==> src/rtl/data_sink_fifo_pkg.sv <==
// minitb: shared bus width and default sink FIFO depth
package minitb;
   localparam int BusWidth      = 8;
   localparam int DataFifoDepth = 8;
endpackage

==> src/rtl/data_sink_fifo_ram.sv <==
// data_fifo_ram: DEPTH x WIDTH storage, synchronous write, asynchronous read, no reset
module data_fifo_ram #(
   parameter int WIDTH = 8,
   parameter int DEPTH = 8
) (
   input  logic                     clk,
   input  logic                     we_i,
   input  logic [$clog2(DEPTH)-1:0] waddr_i,
   input  logic [WIDTH-1:0]         wdata_i,
   input  logic [$clog2(DEPTH)-1:0] raddr_i,
   output logic [WIDTH-1:0]         rdata_o
);
   logic [WIDTH-1:0] mem_q [DEPTH];
   // write port; contents are deliberately left unreset
   always_ff @(posedge clk)
      if (we_i) mem_q[waddr_i] <= wdata_i;
   assign rdata_o = mem_q[raddr_i];
endmodule

==> src/rtl/data_sink_fifo.sv <==
// data_sink_fifo: first-word fall-through FIFO for a bus without backpressure, counting dropped words
module data_sink_fifo
   import minitb::*;
#(
   parameter int WIDTH = BusWidth,
   parameter int DEPTH = DataFifoDepth
) (
   input  logic                         clk,
   input  logic                         rst_n,
   input  logic                         in_valid,
   input  logic [WIDTH-1:0]             in_data,
   output logic                         out_valid,
   input  logic                         out_ready,
   output logic [WIDTH-1:0]             out_data,
   output logic [$clog2(DEPTH+1)-1:0]   count,
   output logic                         overflow,
   output logic [7:0]                   drop_cnt,
   input  logic                         clr_overflow
);
   localparam int AW = $clog2(DEPTH);
   localparam int CW = $clog2(DEPTH+1);
   logic [AW:0] wptr_q, wptr_d, rptr_q, rptr_d;
   logic        overflow_q, overflow_d;
   logic [7:0]  drop_cnt_q, drop_cnt_d;
   logic        empty, full, push, pop, drop;
   // pointers carry an extra wrap bit so full and empty are distinguishable; a drop overrides a same-cycle clear
   always_comb begin
      empty      = wptr_q == rptr_q;
      full       = (wptr_q[AW] != rptr_q[AW]) && (wptr_q[AW-1:0] == rptr_q[AW-1:0]);
      pop        = !empty && out_ready;
      push       = in_valid && (!full || pop);
      drop       = in_valid && !push;
      wptr_d     = push ? wptr_q + 1'b1 : wptr_q;
      rptr_d     = pop ? rptr_q + 1'b1 : rptr_q;
      overflow_d = drop ? 1'b1 : clr_overflow ? 1'b0 : overflow_q;
      drop_cnt_d = drop ? (clr_overflow ? 8'd1 : drop_cnt_q + {7'd0, drop_cnt_q != 8'hFF})
                        : (clr_overflow ? 8'd0 : drop_cnt_q);
      out_valid  = !empty;
      count      = CW'(wptr_q - rptr_q);
      overflow   = overflow_q;
      drop_cnt   = drop_cnt_q;
   end
   // pointer and overflow state, cleared asynchronously
   always_ff @(posedge clk or negedge rst_n)
      if (!rst_n) begin
         wptr_q     <= '0;
         rptr_q     <= '0;
         overflow_q <= 1'b0;
         drop_cnt_q <= 8'd0;
      end else begin
         wptr_q     <= wptr_d;
         rptr_q     <= rptr_d;
         overflow_q <= overflow_d;
         drop_cnt_q <= drop_cnt_d;
      end
   data_fifo_ram #(.WIDTH(WIDTH), .DEPTH(DEPTH)) u_ram (
      .clk     (clk),
      .we_i    (push),
      .waddr_i (wptr_q[AW-1:0]),
      .wdata_i (in_data),
      .raddr_i (rptr_q[AW-1:0]),
      .rdata_o (out_data)
   );
endmodule

==> config.mk <==
export PLATFORM = sky130hd
export DESIGN_NAME = data_sink_fifo
export DESIGN_NICKNAME = d
export VERILOG_FILES = /design/src/rtl/data_sink_fifo_pkg.sv /design/src/rtl/data_sink_fifo_ram.sv /design/src/rtl/data_sink_fifo.sv
export SDC_FILE = /design/constraint.sdc
export NUM_CORES = 1
export LEC_CHECK = 0
export ABC_AREA = 1
export BUFFER_PORTS_ARGS = -buffer_cell sky130_fd_sc_hd__buf_2
export CAP_MARGIN = 20
export CORE_MARGIN = 3
export CORE_UTILIZATION = 50
export DETAILED_ROUTE_END_ITERATION = 12
export GPL_TIMING_DRIVEN = 1
export PLACE_DENSITY = 0.69
export SYNTH_ARGS = -nofsm -noshare
export SYNTH_HDL_FRONTEND = slang
export SYNTH_HIERARCHICAL = 1
export SYNTH_SLANG_ARGS = --single-unit
==> constraint.sdc <==
create_clock -name clk -period 3.3 [get_ports clk]
set_clock_uncertainty 0.1 [all_clocks]
set_input_delay 0.495 -clock clk [delete_from_list [all_inputs] [get_ports clk]]
set_output_delay 0.495 -clock clk [all_outputs]
set_load 0.05 [all_outputs]
Yosys cells after proc, flatten, opt, wreduce, memory -nomap -nowiden
Memories as Yosys holds them, arrays and structs flattened.
Cells that the tools add are included.
W data, S select, Z words.
{"block": "word_totals", "ff_bits": 17, "mem_bits_rw": 64, "inputBits": 13, "output_inout_bits": 22, "elab_cells": 29, "mem_count": 1}
{"block": "classes", "add_sub_neg": 4, "eq_ne": 4, "mux": 7, "n_reduce_logical": 9}
{"name": "u_ram.mem_q", "depth": 8, "width": 8, "rd": 1, "rd_clocked_by_memory_dff": 0, "write_ports": 1, "line": "data_sink_fifo_ram.sv:13", "rtl": "logic [WIDTH-1:0] mem_q [DEPTH];"}
{"operator": "$mux W8", "count": 3}
{"operator": "$add A4 B1 Y4 const B", "count": 2}
{"operator": "$add A8 B1 Y8", "count": 1}
{"operator": "$ne A8 B8 Y1 const B", "count": 1}
{"operator": "$eq A4 B4 Y1", "count": 1}
{"operator": "$logic_and A1 B1 Y1", "count": 4}
{"operator": "$mux W1", "count": 4}
{"operator": "$sub A4 B4 Y4", "count": 1}
{"operator": "$eq A3 B3 Y1", "count": 1}
{"operator": "$logic_not A1 Y1", "count": 3}
{"operator": "$reduce_bool A2 Y1", "count": 1}
{"operator": "$logic_or A1 B1 Y1", "count": 1}
{"operator": "$ne A1 B1 Y1", "count": 1}

Logic depth before layout (Yosys ltp)
{"block": "logic_depth", "ltp_word": 8, "ltp_mapped": 10, "depth_no_buf": 10}

Cells and area by module
The synthesis kept the hierarchy.
{"module": "data_fifo_ram", "n_inst": 1, "cells_per_inst": 295, "area_each_um2": 2890.3, "seq_area_each_um2": 1921.8}
{"module": "data_sink_fifo", "n_inst": 1, "cells_per_inst": 134, "area_each_um2": 1081.0, "seq_area_each_um2": 425.4}

Least setup slack after synthesis
OpenSTA, ideal clock, no wires.
{"block": "synth_path", "path_kind": "register to output", "startpoint": "register wptr_q[0]", "endpoint": "output count[2]", "arrival_ps": 1871, "t_required_ps": 2705, "path_slack_ps": 834, "path_stages_with_launch": 5, "path_buffers": 0, "path_cell_list": "dfrtp_1 inv_1 ha_1 fa_1 xnor2_1"}
{"block": "synth_via", "elab_chain_cells": 1}
{"item": "from (decl)", "line": "data_sink_fifo.sv:22", "rtl": "logic [AW:0] wptr_q, wptr_d, rptr_q, rptr_d;"}
{"item": "from (signal assigned)", "line": "data_sink_fifo.sv:51", "rtl": "wptr_q <= wptr_d;"}
{"item": "$sub A4 B4 Y4", "line": "data_sink_fifo.sv:39", "rtl": "count = CW'(wptr_q - rptr_q);"}
{"item": "to (decl)", "line": "data_sink_fifo.sv:15", "rtl": "output logic [$clog2(DEPTH+1)-1:0] count,"}
Every way passes these cells.

Worst setup path after layout
{"block": "layout_path", "startpoint": "register rptr_q[2]", "endpoint": "memory u_ram.mem_q[7][1] (enable)"}
{"block": "layout_via", "elab_chain_cells": 7, "word_cells_on_any_way": 10, "cone_classes": "eq/ne (2); mux (2); reduce/logical (6)"}
{"item": "from (decl)", "line": "data_sink_fifo.sv:22"}
{"item": "from (signal assigned)", "line": "data_sink_fifo.sv:52", "rtl": "rptr_q <= rptr_d;"}
{"item": "$eq A4 B4 Y1 or $eq A3 B3 Y1 (tied branches)", "line": "data_sink_fifo.sv:28, data_sink_fifo.sv:29"}
{"item": "$logic_not A1 Y1 or $logic_and A1 B1 Y1 (tied branches)", "line": "data_sink_fifo.sv:30, data_sink_fifo.sv:29"}
{"item": "$logic_and A1 B1 Y1 or $logic_not A1 Y1 (tied branches)", "line": "data_sink_fifo.sv:30, data_sink_fifo.sv:31"}
{"item": "$logic_or A1 B1 Y1 *", "line": "data_sink_fifo.sv:31", "rtl": "push = in_valid && (!full || pop);"}
{"item": "$logic_and A1 B1 Y1 *", "line": "data_sink_fifo.sv:31"}
{"item": "net push", "line": "data_sink_fifo.sv:25", "rtl": "logic empty, full, push, pop, drop;"}
{"item": "$mux W1 *", "line": "data_sink_fifo_ram.sv:16", "rtl": "if (we_i) mem_q[waddr_i] <= wdata_i;"}
{"item": "$mux W1 (implied by the code) *", "line": "data_sink_fifo_ram.sv:16"}
{"item": "to (decl)", "line": "data_sink_fifo_ram.sv:13"}
Mark *: on every way through the listed nets, which the timed path passes. The rest lies on a longest branch.

==> flow_summary_export.csv <==
group,metric,value,unit
grt,grt_max_degree,37,
critical_path,crit_path_end_kind,"flop",
clock_network,clkTransAtPathRegs,0.08,ns
layout,layout_commonest_cell,"nand2_1",
critical_path,critPathMaxFanout,13,
critical_path,critPathMostFrequentCell,"nand2_1",
critical_path,path_cells,"inv_1, ha_1, nand3_1, nor2_1, nand2_1, nand2_1, inv_2, nand2_1, nor2_1",
floorplanning,die_h,95.12,µm
clock_network,root_buffer,"clkbuf_8",
routing,dr.pass1.iters,5,
timing,slew_violations,0,
layout,nFillCells,650,
timing,fin_crit_sh,0.8055,
timing,finalHoldViolCount,0,
synth,yosysWarnings,6,
grt,grtUsageTotal,0.1899,
routing,postRouteAntennaNets,0,
layout,final_cell_mix,"nand2_1, inv_1, edfxtp_1, nand3_1, buf_2",
routing,m1WireLength,3.856,mm
routing,wl_met3,419,µm
timing,fmax,0.3762,GHz
floorplanning,num_rows,31,
routing,vias,2736,
critical_path,critPathArrivalTime,2.53,ns
worst_hold_path,hold_path_class,"primary input to flop",
synth,synth_fp_nets,450,
critical_path,critPathMaxStageDelay,0.60,ns
grt,antenna_found_initial,0,
floorplanning,die_w,95.12,µm
layout,syn2layout_area_growth,9.798,%
placed_design,hpwl,5.427,mm
clock_network,cts_tree,"built",
routing,drt_iter0_markers,173,
timing,finalSetupViolCount,0,
critical_path,required,3.17,ns
routing,viasPerCell,4.817,
synth,ys_seq_area_frac,0.5911,
clock_network,clkLatencyLatePin,0.34,ns
timing,rsz0062_at_grt,"false",
placed_design,place_area,4164,µm²
synth,syn_area,3971,µm²
floorplanning,initial_utilization,0.5305,
floorplanning,num_io_pins,35,
synth,avgSynthCellArea,9.257,µm²
layout,finish.utilization,0.5825,
routing,drc,0,
routing,wl,7.852,mm
synth,ys_seq_elements,81,
placed_design,gp_congestion,0.8200,
pwr,peakVddDrop,0.9068,mV
routing,highest_layer,"met4",
synth,synth_cell_types,23,
layout,fin_nets,485,
timing,tightest_slew,0.6894,ns
timing,fin_crit,2.658,ns
critical_path,crit_type,"flop to flop",
clock_network,clock-sinks,81,
clock_network,cts-buffers-inserted,9,
timing,timing.slew.headroom,0.5387,
pwr,leakagePower,2.112,nW
timing,fin_tns_setup,0,ns
timing,hold_slack,0.3277,ns
clock_network,htree_num_levels,3,
pwr,power_density,933.6,nW/µm²
run_status,status,"complete, no violations",
flow_run,maxCapViolCount,0,
placed_design,io_buffers,34,
critical_path,critPathLaunchType,"flop",
floorplanning,core-area,7486,µm²
layout,postLayoutCellArea,4360,µm²
grt,first_global_vias,2448,
clock_network,cts_setup_buffers,0,
routing,drt-wirelength-per-cell,13.82,µm
clock_network,cts_buffer_depth,2,
floorplanning,dieArea,9048,µm²
layout,seq_area,2347,µm²
routing,wl_met2,3.446,mm
layout,diodes,0,
critical_path,crit_path_top_delay_cell,"dfrtp_1",
synth,syn_inst,429,
grt,grt_first_pass_wirelength,12.59,mm
layout,multi_input_area,1179,µm²
placed_design,place_inst,551,
grt,grt_overflow,0,
layout,drive_above_1_share,0.1237,
layout,fin_cells,568,
==> metrics by stage <==
stage / setup slack (ns) / power [W]
global route: 0.3507 / 0.004339
global placement: 0.6899 / 0.003394
floorplan: 0.8343 / 0.003031
CTS: 0.6289 / 0.004085
finish: 0.6419 / 0.004071
detailed placement: 0.6274 / 0.003401
==> critical path: cells and delay by family (launching register included) <==
| family | cells | cell delay [ns] |
|---|---|---|
| DFF | 1 | 0.60 |
| and+or+nand+nor | 6 | 1.05 |
| buffers and inverters | 2 | 0.22 |
| adders and majority gates | 1 | 0.33 |
==> kinds of logic (layout without fill, tap and decap cells) <==
logic type | after synthesis | in the layout | synth area share
xor+xnor | 13 | 13 | 0.03056
compound gates | 10 | 10 | 0.01607
fa+ha+maj | 8 | 8 | 0.02709
buf+inv | 100 | 140 | 0.1122
simple gates | 217 | 217 | 0.2231
flops | 81 | 81 | 0.5911
==> routing by layer <==
layer / global-route usage / up-vias
li1: - / 1403
met1: 0.2869 / 1243
met2: 0.2676 / 81
met3: 0.03078 / 9
met4: 0.08774 / 0
met5: 0 / -
==> sequential cells by signal (all words and copies together), names as in the netlist <==
signal,cells
rptr_q,4
overflow,1
u_ram/mem_q,64
wptr_q,4
drop_cnt,8
==> what timing repair did <==
action / in CTS / in global routing
endpoints found under the hold margin: 17 / 0
resized for setup: 0 / 0
hold buffers: 1 / 0
==> cell type report <==
class,instances,area share
Clock buffer,10,0.02927
Inverter,87,0.07547
Sequential cell,81,0.5383
Tap cell,99,0.02841
Clock inverter,6,0.01349
Timing Repair Buffer,37,0.04476
Multi-Input combinational cell,248,0.2703
==> power breakdown <==
group	leakage [nW]	internal [W]	total, W	switching, W
clock	0.0897	0.000345	0.000687	0.000342
sequential	0.806	0.00128	0.00138	0.000101
combinational	1.22	0.000511	0.00201	0.00150
total	2.11	0.00213	0.00407	0.00194
==> synthesized netlist by cell type (all sizes together) <==
| library cell | number | area share |
|---|---|---|
| inv | 87 | 0.083 |
| buf | 13 | 0.029 |
| nand3 | 52 | 0.067 |
| edfxtp | 64 | 0.48 |
| nand2 | 148 | 0.14 |
| a21oi | 1 | 0.0013 |
| dfrtp | 17 | 0.11 |
| xor2 | 6 | 0.015 |
| xnor2 | 7 | 0.015 |
| ha | 7 | 0.022 |
| nor3 | 1 | 0.0013 |
| fa | 1 | 0.0050 |
| o21ai | 8 | 0.013 |
| nor2 | 16 | 0.015 |
| o21bai | 1 | 0.0019 |
==> path summary, 6_finish.rpt <==
check | start | endpoint | slack, ns | depth (start not counted)
hold / removal | clr_overflow | drop_cnt[4] | 0.33 | 4
setup / recovery | rptr_q[2] | u_ram/mem_q[7][1] | 0.64 | 9
max in group asynchronous | rst_n | rptr_q[2] | 2.30 | 2
setup reg to reg | rptr_q[2] | u_ram/mem_q[7][1] | 0.64 | 9
hold reg to reg | overflow | overflow | 0.40 | 2
min in group asynchronous | rst_n | drop_cnt[4] | 0.51 | 2
Power figures use the tool's default switching activity.
